[src/rtl/traffic_light_monitor.sv]
// traffic_light_monitor
//
// Watches the three lamps of a traffic light and checks that they follow
// RED -> RED_YELLOW -> GREEN -> YELLOW -> RED with the expected dwell in each
// phase. The monitor locks onto the sequence at the first observed entry into
// RED and reports sequence, timing and lamp-combination errors while locked.
//
// Parameters
//   R_TIME, RY_TIME, G_TIME, Y_TIME : expected dwell of each phase minus one
//
// Ports
//   clk          in   rising-edge clock
//   reset        in   asynchronous, active-low reset
//   red          in   observed red lamp
//   yellow       in   observed yellow lamp
//   green        in   observed green lamp
//   phase        out  decoded phase (0 OFF, 1 RED, 2 RED_YELLOW, 3 GREEN,
//                     4 YELLOW, 7 ILLEGAL), registered
//   locked       out  monitor is synchronised to the light sequence
//   seq_err      out  one-cycle pulse on an illegal phase transition
//   time_err     out  one-cycle pulse on a wrong phase dwell
//   illegal_err  out  one-cycle pulse on entry into an illegal lamp combination
//   err_sticky   out  set by any error pulse, cleared only by reset
//   cycle_count  out  completed full sequences, saturating at 255
module traffic_light_monitor #(
  parameter int R_TIME  = 20,
  parameter int RY_TIME = 5,
  parameter int G_TIME  = 25,
  parameter int Y_TIME  = 5
) (
  input  logic       clk,
  input  logic       reset,
  input  logic       red,
  input  logic       yellow,
  input  logic       green,
  output logic [2:0] phase,
  output logic       locked,
  output logic       seq_err,
  output logic       time_err,
  output logic       illegal_err,
  output logic       err_sticky,
  output logic [7:0] cycle_count
);

  localparam logic [2:0] PH_OFF     = 3'd0;
  localparam logic [2:0] PH_RED     = 3'd1;
  localparam logic [2:0] PH_RY      = 3'd2;
  localparam logic [2:0] PH_GREEN   = 3'd3;
  localparam logic [2:0] PH_YELLOW  = 3'd4;
  localparam logic [2:0] PH_ILLEGAL = 3'd7;

  // Dwell value a phase must show at the moment it is left.
  localparam logic [6:0] R_LIM  = 7'(R_TIME + 1);
  localparam logic [6:0] RY_LIM = 7'(RY_TIME + 1);
  localparam logic [6:0] G_LIM  = 7'(G_TIME + 1);
  localparam logic [6:0] Y_LIM  = 7'(Y_TIME + 1);

  localparam logic [5:0] DWELL_MAX = 6'd63;
  localparam logic [7:0] COUNT_MAX = 8'd255;

  typedef enum logic {
    UNSYNC = 1'b0,
    TRACK  = 1'b1
  } state_t;

  state_t     state_reg, state_next;
  logic [2:0] phase_reg, phase_dec;
  logic [5:0] dwell_reg, dwell_next;
  logic [7:0] count_reg, count_next;
  logic       seq_reg, seq_next;
  logic       time_reg, time_next;
  logic       ill_reg, ill_next;
  logic       sticky_reg, sticky_next;

  logic       changed;
  logic [2:0] succ_phase;
  logic [6:0] dwell_lim;
  logic [6:0] dwell_ext;

  // Lamp decode, index is {red, yellow, green}.
  always_comb begin
    phase_dec = PH_ILLEGAL;
    case ({red, yellow, green})
      3'b000:  phase_dec = PH_OFF;
      3'b100:  phase_dec = PH_RED;
      3'b110:  phase_dec = PH_RY;
      3'b001:  phase_dec = PH_GREEN;
      3'b010:  phase_dec = PH_YELLOW;
      default: phase_dec = PH_ILLEGAL;
    endcase
  end

  // Successor and exit dwell of the current phase. Phases without a
  // successor map onto themselves so they can never match a real change.
  always_comb begin
    succ_phase = phase_reg;
    dwell_lim  = 7'd0;
    case (phase_reg)
      PH_RED:    begin succ_phase = PH_RY;     dwell_lim = R_LIM;  end
      PH_RY:     begin succ_phase = PH_GREEN;  dwell_lim = RY_LIM; end
      PH_GREEN:  begin succ_phase = PH_YELLOW; dwell_lim = G_LIM;  end
      PH_YELLOW: begin succ_phase = PH_RED;    dwell_lim = Y_LIM;  end
      default:   begin succ_phase = phase_reg; dwell_lim = 7'd0;   end
    endcase
  end

  assign changed   = (phase_dec != phase_reg);
  assign dwell_ext = {1'b0, dwell_reg};

  always_comb begin
    if (changed) begin
      dwell_next = 6'd1;
    end else if (dwell_reg == DWELL_MAX) begin
      dwell_next = DWELL_MAX;
    end else begin
      dwell_next = dwell_reg + 6'd1;
    end
  end

  // Next-state and error decision.
  always_comb begin
    state_next = state_reg;
    seq_next   = 1'b0;
    time_next  = 1'b0;
    ill_next   = 1'b0;
    count_next = count_reg;

    if (phase_dec == PH_ILLEGAL) begin
      // Only the entry into ILLEGAL is reported; a target of ILLEGAL is
      // an illegal-combination error, not a sequence error.
      ill_next   = changed;
      state_next = UNSYNC;
    end else if (state_reg == UNSYNC) begin
      if (changed && (phase_dec == PH_RED)) begin
        state_next = TRACK;
      end
    end else if (!changed) begin
      // Overstay is flagged the cycle dwell passes the exit value.
      if (dwell_ext == dwell_lim) begin
        time_next = 1'b1;
      end
    end else if (phase_dec == succ_phase) begin
      // An overstayed phase was already reported, so only a short dwell
      // is an error at the transition itself.
      if (dwell_ext < dwell_lim) begin
        time_next = 1'b1;
      end
      if ((phase_reg == PH_YELLOW) && (count_reg != COUNT_MAX)) begin
        count_next = count_reg + 8'd1;
      end
    end else begin
      seq_next   = 1'b1;
      state_next = UNSYNC;
    end

    sticky_next = sticky_reg | seq_next | time_next | ill_next;
  end

  always_ff @(posedge clk or negedge reset) begin
    if (!reset) begin
      state_reg  <= UNSYNC;
      phase_reg  <= PH_OFF;
      dwell_reg  <= 6'd0;
      count_reg  <= 8'd0;
      seq_reg    <= 1'b0;
      time_reg   <= 1'b0;
      ill_reg    <= 1'b0;
      sticky_reg <= 1'b0;
    end else begin
      state_reg  <= state_next;
      phase_reg  <= phase_dec;
      dwell_reg  <= dwell_next;
      count_reg  <= count_next;
      seq_reg    <= seq_next;
      time_reg   <= time_next;
      ill_reg    <= ill_next;
      sticky_reg <= sticky_next;
    end
  end

  assign phase       = phase_reg;
  assign locked      = (state_reg == TRACK);
  assign seq_err     = seq_reg;
  assign time_err    = time_reg;
  assign illegal_err = ill_reg;
  assign err_sticky  = sticky_reg;
  assign cycle_count = count_reg;

endmodule

[config.mk]
export PLATFORM = sky130hd
export DESIGN_NAME = traffic_light_monitor
export DESIGN_NICKNAME = d
export VERILOG_FILES = /design/src/rtl/traffic_light_monitor.sv
export SDC_FILE = /design/constraint.sdc
export NUM_CORES = 1
export LEC_CHECK = 0
export ABC_AREA = 0
export CAP_MARGIN = 20
export CORE_UTILIZATION = 58
export CTS_CLUSTER_DIAMETER = 150
export DETAILED_ROUTE_END_ITERATION = 12
export PLACE_DENSITY = 0.84
export SYNTH_ARGS = -nofsm -noshare
export SYNTH_HDL_FRONTEND = slang
export SYNTH_SLANG_ARGS = --single-unit
[constraint.sdc]
create_clock -name clk -period 3.86 [get_ports clk]
set_input_delay 0.965 -clock clk [delete_from_list [all_inputs] [get_ports clk]]
set_output_delay 0.965 -clock clk [all_outputs]
set_load 0.01 [all_outputs]
==> results of run 1 <==
[metrics by stage]
step / utilization / cells / area [um^2]
detailed placement: 0.718 / 191 / 1650
finish: 0.740 / 195 / 1700
CTS: 0.728 / 194 / 1670
floorplan: - / 152 / 1470
global placement: 0.718 / 191 / 1650
global route: 0.740 / 195 / 1700
[routing by layer]
layer | wire length [um] | GRT usage | share of wire
met1 | 1430 | 0.362 | 0.41
met2 | 1830 | 0.489 | 0.52
met3 | 152 | 0.0435 | 0.043
met4 | 121 | 0.158 | 0.034
met5 | 0 | 0 | 0
[synth_stat cells, types with 2 or more instances]
cell type,count,area share
nor3b_1,4,0.020
o21ai_0,6,0.020
nand4_1,2,0.0085
mux2_2,2,0.015
a21oi_1,10,0.034
nand2b_1,4,0.017
nand2_1,6,0.015
nor2_1,7,0.018
xnor2_1,8,0.048
nor2b_1,3,0.013
clkbuf_1,3,0.0077
or3_1,3,0.013
inv_1,5,0.013
nand3_1,13,0.044
and3_1,5,0.021
ha_1,7,0.060
buf_4,2,0.010
dfrtp_1,22,0.38
or2_2,3,0.013
a31oi_1,2,0.0085
nand3b_1,3,0.015
a21o_1,2,0.010
xor2_1,4,0.024
buf_2,3,0.010
[power by group]
part / internal, uW / total [uW] / switching, uW
clock network: 36.4 / 104 / 67.3
logic: 38.6 / 85.0 / 46.4
registers: 236 / 250 / 13.4
[cell type report]
class	count	area, um^2	share of cell area
Sequential cell	22	551	0.324
Timing Repair Buffer	21	228	0.134
Multi-Input combinational cell	116	846	0.497
Inverter	5	18.8	0.0110
Tap cell	28	35.0	0.0206
Clock buffer	3	22.5	0.0132
[cells in the final DEF (no fill, tap or decap), types with 2 or more instances in the layout]
cell and n:
nand3_1 13, and3_1 5, nor3b_1 4, clkbuf_4 3
o21ai_0 6, xor2_1 4, nand4_1 2, dfrtp_1 22
or2_2 3, nand3b_1 3, nor2_1 7, a21oi_1 10
ha_1 7, clkdlybuf4s50_1 20, or3_1 3, a31oi_1 2
nand2_1 6, xnor2_1 8, nand2b_1 4, mux2_2 2
nor2b_1 3, a21o_1 2, inv_1 5
[path summary, 6_finish.rpt]
kind,start,end,slack [ns],cells past startpoint
worst min-delay path,cycle_count[5],cycle_count[5],0.53,1
worst max-delay path,red,err_sticky,0.98,6
min in group asynchronous,reset,time_err,0.85,1
max in group asynchronous,reset,seq_err,2.66,2
worst min register to register,cycle_count[5],cycle_count[5],0.53,1
worst max register to register,phase[2],err_sticky,1.43,9
[cell families after synthesis]
kind of cell    after synthesis  share of synthesized area
compound gates               29                      0.137
xor+xnor                     12                     0.0716
fa+ha+maj                     7                     0.0597
buf+inv                      14                     0.0486
flops                        22                      0.375
mux                           3                     0.0222
simple gates                 65                      0.286
==> results.toml, run 1 <==
[outcome]
status = "finished, final reports clean"

[timing]
tightest_slew_ns = 0.669
setup_viol = 0
clock-skew-final_ns = 0.00230
fin_crit_sh = 0.745
fin_hold_ws_ns = 0.534
worst_slack_ns = 0.984
hold_violations = 0
slew_violations = 0
slew_headroom = 0.553
rsz0062_at_grt = "no"
max_freq_ghz = 0.348
layout_min_cycle_time_ns = 2.88
tns_ns = 0

[grt]
first_global_vias = 1224
grt_pass1_wl_mm = 5.74
grt_max_degree = 23
antenna_found_initial = 0
overflow = 0
track_usage = 0.294

[worst_setup_path]
crit_chain = "clkdlybuf4s50_1 -> nand4b_1 -> a211oi_1 -> nor4_4 -> or3_1 -> o211ai_2"
crit_type = "in -> reg"
cp-start-kind = "primary input"
crit_required_ns = 4.09
slowest_stage = "clkdlybuf4s50_1"
arrival_ns = 3.11
crit_path_max_incr_delay_ns = 0.83
crit_fanout = 17
critPathCaptureType = "flop"
critPathTopFamily = "buffers and inverters"
path_buf_inv = 1

[power]
p_leak_uw = 0.000699
power_density_mw_per_mm2 = 258
power_uw = 439
max-vdd-ir-drop_mv = 0.257

[place]
dp_hpwl_mm = 2.52
place_ws_ns = 0.720
io_buffers = 20
gp_congestion = 0.909

[final_layout]
diodes = 0
syn_to_final_growth_pct = 15.9
largest_register_ffs = 8
drive_above_1_share = 0.102
n_fill_cell = 180
fin_nets = 181

[logic_synthesis]
synthArstFlopShare = 1.00
postSynthCellCount = 152
ys_seq_elements = 22
yosysWarnings = 0
synth_edf_count = 0
syn_area_mm2 = 0.00147
avgSynthCellArea_um2 = 9.66
syn_nets = 164
synth_flop_cell = "dfrtp_1"
ys_types = 47
yosysSeqAreaShare = 0.375

[detailed_routing]
drc = 0
routed_wl_mm = 3.54
via_per_inst = 6.45
vias = 1257
detail-route-antenna-nets = 0
first_pass_iters = 4
drt_iter0_drc = 40
wl_per_cell_um = 18.2

[cts]
clkLatencyLatePin_ns = 0.30
path_clk_slew_ns = 0.12
post_cts_buffers = 0
cts_buffers = 3
cts_num_sinks = 22
hold_buffers = 0
cts_resized = 0
htreeDepth = 1
cts_tree = "built"
ctsLongestPathBuffers = 2
clock-root-buffer = "clkbuf_4"

[floorplan]
ios = 21
die_w_um = 52.3
dieArea_mm2 = 0.00274
floorplan.initialDensity = 0.639
core-area_mm2 = 0.00230
die_h_um = 52.3
num_rows = 17

[worst_hold_path]
hold_path.class = "reg -> reg"

[job]
drv_cap = 0
No activity file was read; power rests on OpenSTA's default activity.
==> run 2: changes to the inputs <==
--- a/config.mk
+++ b/config.mk
@@ -7,10 +7,10 @@
 export LEC_CHECK = 0
 export ABC_AREA = 0
 export CAP_MARGIN = 20
-export CORE_UTILIZATION = 58
+export CORE_UTILIZATION = 49
 export CTS_CLUSTER_DIAMETER = 150
 export DETAILED_ROUTE_END_ITERATION = 12
-export PLACE_DENSITY = 0.84
+export PLACE_DENSITY = 0.76
 export SYNTH_ARGS = -nofsm -noshare
 export SYNTH_HDL_FRONTEND = slang
 export SYNTH_SLANG_ARGS = --single-unit
==> constraint.sdc (replaced) <==
create_clock -name clk -period 2.4 [get_ports clk]
set_input_delay 0.6 -clock clk [delete_from_list [all_inputs] [get_ports clk]]
set_output_delay 0.6 -clock clk [all_outputs]
set_load 0.01 [all_outputs]
==> results.toml, run 2 (synthesis results as in run 1) <==
[outcome]
status = "finished with violations"
violations = "design-rule violations"

[worst_setup_path]
critPathCaptureType = "output port"
rr_endpoint = "err_sticky"
ff2ff_path_depth = 7
r2r-start = "phase[1]"
path_buf_inv = 1
cp-start-kind = "flop"
crit_chain = "clkdlybuf4s50_1"
slowest_stage = "dfrtp_1"
crit_path_max_incr_delay_ns = 0.74
arrival_ns = 1.70
crit_fanout = 18
critPathTopFamily = "flip-flops"
crit_required_ns = 1.80
r2r_slack_ns = 0.22
crit_type = "reg -> out"

[detailed_routing]
vias = 1235
drt_iter0_drc = 44
routed_wl_mm = 3.23
drc = 4
detail-route-antenna-nets = 0
via_per_inst = 5.77
wl_per_cell_um = 15.1
first_pass_iters = 8

[final_layout]
layout_commonest_cell = "dfrtp_1"
final_cell_mix = "dfrtp_1 (22), clkdlybuf4s50_1 (20), buf_4 (16)"
n_fill_cell = 233
fin_nets = 196
syn_to_final_growth_pct = 23.4
stdcell_area_mm2 = 0.00181
largest_register_ffs = 8
drive_above_1_share = 0.180
final_core_util = 0.645
diodes = 0

[floorplan]
ios = 21
die_w_um = 56.7
dieArea_mm2 = 0.00322
num_rows = 19
core-area_mm2 = 0.00281
die_h_um = 56.7
floorplan.initialDensity = 0.523

[timing]
tightest_slew_ns = 0.586
fin_crit_sh = 0.959
layout_min_cycle_time_ns = 2.30
clock-skew-final_ns = 0.0126
hold_violations = 0
max_freq_ghz = 0.435
slew_headroom = 0.609
fin_hold_ws_ns = 0.528
setup_viol = 0
slew_violations = 0
rsz0062_at_grt = "no"

[grt]
grt_max_degree = 23
track_usage = 0.231
antenna_found_initial = 0
grt_pass1_wl_mm = 5.78
first_global_vias = 1307
overflow = 0

[cts]
htreeDepth = 1
post_cts_buffers = 0
clkLatencyLatePin_ns = 0.31
hold_buffers = 0
cts_resized = 0
cts_num_sinks = 22
cts_tree = "built"
clock-root-buffer = "clkbuf_4"
cts_buffers = 3
ctsLongestPathBuffers = 2
path_clk_slew_ns = 0.13

[worst_hold_path]
holdPathEnd = "cycle_count[0]"
hold_path.class = "reg -> reg"
hold_start = "cycle_count[0]"
hold_path_depth = 1

[power]
max-vdd-ir-drop_mv = 0.279
power_density_mw_per_mm2 = 416
power_uw = 753
p_leak_uw = 0.000770

[place]
io_buffers = 20
placed_cell_area_mm2 = 0.00177
dp_hpwl_mm = 2.46
gp_congestion = 0.913

[job]
drv_cap = 0
-- run 2: cell types whose count changed in the layout (fill, tap and decap cells not counted), sizes merged --
cell,before,now
clkbuf,3,4
buf,1,16
-- run 2: through the flow --
stage | cells | worst slack, ns | setup TNS [ns]
after CTS | 214 | 0.0981 | 0
after floorplan | 152 | 0.400 | 0
after detailed placement | 210 | -0.0545 | -0.0935
final | 214 | 0.0986 | 0
after global routing | 214 | 0.0484 | 0
after global placement | 210 | -0.00855 | -0.00855
-- run 2: area by class of cell --
| cell class | count | area [um^2] | share of cell area |
|---|---|---|---|
| Multi-Input combinational cell | 116 | 846 | 0.467 |
| Clock buffer | 4 | 36.3 | 0.0200 |
| Sequential cell | 22 | 551 | 0.304 |
| Tap cell | 31 | 38.8 | 0.0214 |
| Timing Repair Buffer | 36 | 320 | 0.177 |
| Inverter | 5 | 18.8 | 0.0104 |
-- run 2: how the worst max path moves through the flow --
stage	start	endpoint	slack [ns]	cells after the start
3_5_place_dp	red	err_sticky	-0.05	7
6_report	phase[1]	phase[1]	0.1	1
4_1_cts	phase[1]	phase[1]	0.1	1
5_1_grt	phase[1]	phase[1]	0.05	1
3_3_place_gp	red	err_sticky	-0.009	6
2_1_floorplan	phase[0]	err_sticky	0.40	10
-- run 2: where the power goes --
| part | switching [uW] | leakage [uW] | internal, uW |
|---|---|---|---|
| sequential | 13.1 | 0.000287 | 380 |
| clock | 112 | 0.0000210 | 92.7 |
| combinational | 82.0 | 0.000463 | 72.0 |
-- run 2: per-layer routing --
metal | share of wire | GRT usage | routed length, um
met4 | 0.019 | 0.108 | 60
met2 | 0.49 | 0.388 | 1570
met5 | 0 | 0 | 0
met1 | 0.46 | 0.297 | 1490
met3 | 0.033 | 0.0253 | 108
